**config.mk**
```make
export PLATFORM = sky130hd
export DESIGN_NAME = mod12_step_arbiter
export DESIGN_NICKNAME = d
export VERILOG_FILES = /design/src/rtl/mod12_step_arbiter.sv
export SDC_FILE = /design/constraint.sdc
export NUM_CORES = 1
export LEC_CHECK = 0
export ABC_CLOCK_PERIOD_IN_PS = 3500
export BUFFER_PORTS_ARGS = -buffer_cell sky130_fd_sc_hd__buf_4
export CORE_UTILIZATION = 54
export DETAILED_ROUTE_END_ITERATION = 6
export GPL_ROUTABILITY_DRIVEN = 1
export PLACE_DENSITY = 0.82
export SYNTH_ARGS = -nofsm -noshare
export SYNTH_HDL_FRONTEND = slang
export SYNTH_SLANG_ARGS = --single-unit
```
**constraint.sdc**
```tcl
create_clock -name clk -period 3.5 [get_ports clk]
set_clock_uncertainty 0.15 [all_clocks]
set_input_delay 0.175 -clock clk [delete_from_list [all_inputs] [get_ports clk]]
set_output_delay 0.175 -clock clk [all_outputs]
set_load 0.005 [all_outputs]
```
**src/rtl/mod12_step_arbiter.sv**
```systemverilog
// Shared mod-MOD up/down step counter, round-robin arbitrated between two
// requesters; moves are stepped one position per clock.
module mod12_step_arbiter #(
  parameter int MOD = 12,
  parameter int CW  = 4,
  parameter int SW  = 4
) (
  input  logic          clk,
  input  logic          reset,
  input  logic          a_valid,
  input  logic          a_up,
  input  logic [SW-1:0] a_steps,
  output logic          a_ready,
  output logic          a_done,
  input  logic          b_valid,
  input  logic          b_up,
  input  logic [SW-1:0] b_steps,
  output logic          b_ready,
  output logic          b_done,
  output logic [CW-1:0] count,
  output logic          busy,
  output logic          owner,
  output logic          wrap
);

  typedef enum logic [1:0] {IDLE, RUN, DONE} state_t;

  localparam logic [CW-1:0] TOP = CW'(MOD - 1);

  state_t        state, state_nx;
  logic          last_owner;
  logic          dir;
  logic [SW-1:0] rem;

  logic          sel_b;
  logic          accept;
  logic          cap_up;
  logic [SW-1:0] cap_steps;
  logic [CW-1:0] count_nx;
  logic          at_edge;

  // Tie goes to whoever was not served last; a lone requester always wins.
  always_comb begin
    sel_b     = b_valid && (!a_valid || !last_owner);
    a_ready   = (state == IDLE) && a_valid && !sel_b;
    b_ready   = (state == IDLE) && sel_b;
    accept    = a_ready || b_ready;
    cap_up    = sel_b ? b_up : a_up;
    cap_steps = sel_b ? b_steps : a_steps;
  end

  always_comb begin
    if (dir) begin
      at_edge  = (count == TOP);
      count_nx = at_edge ? '0 : count + CW'(1);
    end else begin
      at_edge  = (count == '0);
      count_nx = at_edge ? TOP : count - CW'(1);
    end
  end

  always_comb begin
    state_nx = state;
    unique case (state)
      IDLE: if (accept) state_nx = (cap_steps == '0) ? DONE : RUN;
      RUN:  if (rem == SW'(1)) state_nx = DONE;
      DONE: state_nx = IDLE;
      default: state_nx = IDLE;
    endcase
  end

  always_ff @(posedge clk) begin
    if (reset) begin
      state      <= IDLE;
      count      <= '0;
      owner      <= 1'b1;
      last_owner <= 1'b1;
      dir        <= 1'b0;
      rem        <= '0;
      wrap       <= 1'b0;
    end else begin
      state <= state_nx;
      wrap  <= 1'b0;
      if (accept) begin
        dir   <= cap_up;
        rem   <= cap_steps;
        owner <= sel_b;
      end
      if (state == RUN) begin
        count <= count_nx;
        rem   <= rem - SW'(1);
        wrap  <= at_edge;
      end
      if (state == DONE)
        last_owner <= owner;
    end
  end

  assign busy   = (state != IDLE);
  assign a_done = (state == DONE) && !owner;
  assign b_done = (state == DONE) && owner;

endmodule

```
==> reports/qor.yml <==
run_status:
  status: "finished, final reports clean"
synthesis:
  netlist_instances: 109
  syn_area_per_cell_um2: 8.334
  ys_seq_area_frac: 0.3085
  synth_top_family_by_area: "simple AND/OR/NAND/NOR gates"
  synth_top_area_share: 0.3085
  synthAdderAreaFrac: 0.05510
  synth_fp_nets: 127
  synthXorXnorAreaFrac: 0.009642
  yosysTopAreaCell: "dfxtp_1"
  yosys.area_share.simple: 0.2438
  synth-main-ff-cell: "dfxtp_1"
  synth_compound_area_frac: 0.2383
  yosysWarnings: 0
  synthesis.area_um2: 908.4
  ys_seq_elements: 14
  synth_mux_area_frac: 0.08264
  ys_types: 37
  async_reset_ff_frac: 0
  yosys-top-cells-area: "dfxtp_1 31%, ha_1 5.5%, a21oi_1 5.0%"
  synth_edf_count: 0
drt:
  via_count: 877
  drtIter0Drc: 16
  avgRoutedWirePerCell_um: 13.07
  ant_nets: 0
  vias_per_cell: 5.966
  dr.pass1.iters: 4
  route.detailed.drc: 0
  finalWirelength_um: 1921
cts:
  cts_root_buf: "clkbuf_4"
  cts_htree_levels: 1
  clock_path_buffers: 2
  clk_pin_slew_ps: 80
  postCtsSetupRepairBufs: 0
  clk_latency_ps: 280
  cts.sinks: 14
  cts_resized: 0
  hold_buffers: 0
  cts_tree: "yes"
  cts_buffers: 3
pwr:
  switching_share: 0.3333
  peakVddDrop_mv: 0.3848
  p_seq_frac: 0.426
  power.density_nw_per_um2: 442.8
  p_sw_w: 0.0001640
  clkPwrFrac: 0.234
  comb_power_share: 0.340
  intPower_w: 0.0003280
  p_leak_nw: 0.4659
worst_setup_path:
  crit_required_ps: 3570
  worstRegToRegCells: 4
  slowest_stage: "nor2b_1"
  ff2ff_setup_slack_ps: 1820
  timing.rr.start: "state[0]"
  worstSetupEndpointType: "flop"
  slowest_delay_ps: 520
  reg2reg_to: "rem[2]"
  crit_type: "reg2reg"
  crit_arrival_ps: 1750
  cp-start-kind: "flop"
  crit_path_cell_trace: "nor2b_1 -> nand2_1 -> or2_0 -> a31oi_1"
  critPathMaxFanout: 9
sta:
  rsz0062_at_grt: "false"
  max-slew-margin-rel: 0.6077
  period_share: 0.4808
  finalHoldViolCount: 0
  slew_viol_final: 0
  setup_tns_ps: 0
  worst_pin_slew_ps: 587.2
  fin_crit_ps: 1683
  timing.fmax_mhz: 594.2
  finalSetupViolCount: 0
flow_run:
  maxCapViolCount: 0
place:
  dpl.hpwl_um: 1463
  dpl.cell_count: 143
  finalWeightedCongestion: 0.8530
  io_buffers: 24
floorplanning:
  pin_count: 25
  core_um2: 1541
  die_x_um: 43.02
  fp-row-count: 14
  die_h_um: 43.02
  die-area_um2: 1850
  initial_core_util: 0.5893
finish:
  final_common_cell: "buf_4"
  drive_gt1_frac: 0.2672
  syn2layout_area_growth_pct: 22.31
  instances_no_fill: 147
  layout_common_cells: "24 x buf_4, 14 x dfxtp_1, 10 x nor2_1, 10 x nand2_1, 9 x a21oi_1"
  diodes: 0
  nNetsFinal: 150
global_routing:
  grt_max_degree: 15
  grt_first_pass_wirelength_um: 3657
  overflow: 0
  track_usage: 0.2612
  antenna_found_initial: 0
  grt_pass1_vias: 900
hold_path:
  hold_path_depth: 2
  holdPathEnd: "rem[1]"
  min_from: "reset"
  hp-class: "in2reg"
power groups by stage:
stage | sequential [W] | clock [W] | combinational, W
after floorplan | 0.000201 | 0 | 0.000127
after global placement | 0.000211 | 0 | 0.000161
after detailed placement | 0.000213 | 0 | 0.000166
after CTS | 0.000209 | 0.000121 | 0.000167
after global routing | 0.000215 | 0.000129 | 0.000192
final | 0.000210 | 0.000115 | 0.000167
cells in the mapped netlist (2+ instances only):
library cell  instances
nor4_1                3
a211oi_1              2
a21oi_1               9
buf_2                 3
a211o_1               2
buf_4                 2
mux2i_1               3
a31oi_1               4
nand3_1               3
nand2_1              10
o21ai_1               2
nor3b_1               2
inv_1                 6
nor2_1               10
ha_1                  4
dfxtp_1              14
nor2b_1               2
nand2b_1              5
mux2_1                3
o211ai_1              3
worst max path at each step:
stage / startpoint / to / slack (ps) / depth (start not counted)
after floorplan: count[0] / count[3] / 2000 / 4
after global placement: count[0] / count[3] / 1910 / 4
after detailed placement: count[0] / count[3] / 1840 / 4
after CTS: state[0] / rem[2] / 1830 / 4
after global routing: state[0] / rem[2] / 1720 / 4
final: state[0] / rem[2] / 1820 / 4
worst max-delay path, delay by kind of cell, from the launching register on:
kind,cells,cell delay (ps)
simple gates,3,920
flops,1,390
compound gates,1,160
flip-flops by register name (all words and copies together) (netlist names):
register / count
wrap: 1
owner: 1
last_owner: 1
dir: 1
count: 4
rem: 4
state: 2
cell type report:
cell class / count / area [um2]
Timing Repair Buffer: 24 / 180.2
Tap cell: 16 / 20.02
Inverter: 6 / 22.52
Clock buffer: 4 / 36.28
Multi-Input combinational cell: 83 / 571.8
Sequential cell: 14 / 280.3
Fill cell: 123 / 430.4
layer usage:
metal / vias to the layer above / GRT usage / routed length (um)
li1: 437 / - / -
met1: 393 / 0.2940 / 790
met2: 45 / 0.4364 / 952
met3: 2 / 0.08511 / 159
met4: 0 / 0.1333 / 19
met5: - / 0 / 0
per-stage QoR:
stage | setup WS, ps | power (W) | hold slack (ps) | area (um2) | utilization
finish | 1817 | 0.0004920 | 31.26 | 1111 | 0.7208
global route | 1719 | 0.0005354 | 25.55 | 1111 | 0.7208
CTS | 1830 | 0.0004969 | 19.31 | 1111 | 0.7208
detailed placement | 1844 | 0.0003797 | 328.7 | 1075 | 0.6972
global placement | 1908 | 0.0003720 | 324.6 | 1075 | 0.6972
floorplan | 2002 | 0.0003275 | 93.86 | 908.4 | -
cell families (layout without fill, tap and decap cells):
group                      after synthesis  after routing
DFF                                     14             14
xor gates and xnor gates                 1              1
AOI/OAI and AO/OA                       29             29
muxes                                    7              7
and+or+nand+nor                         42             42
adders and majority gates                4              4
buffers and inverters                   12             34
Power figures use the tool's default switching activity.
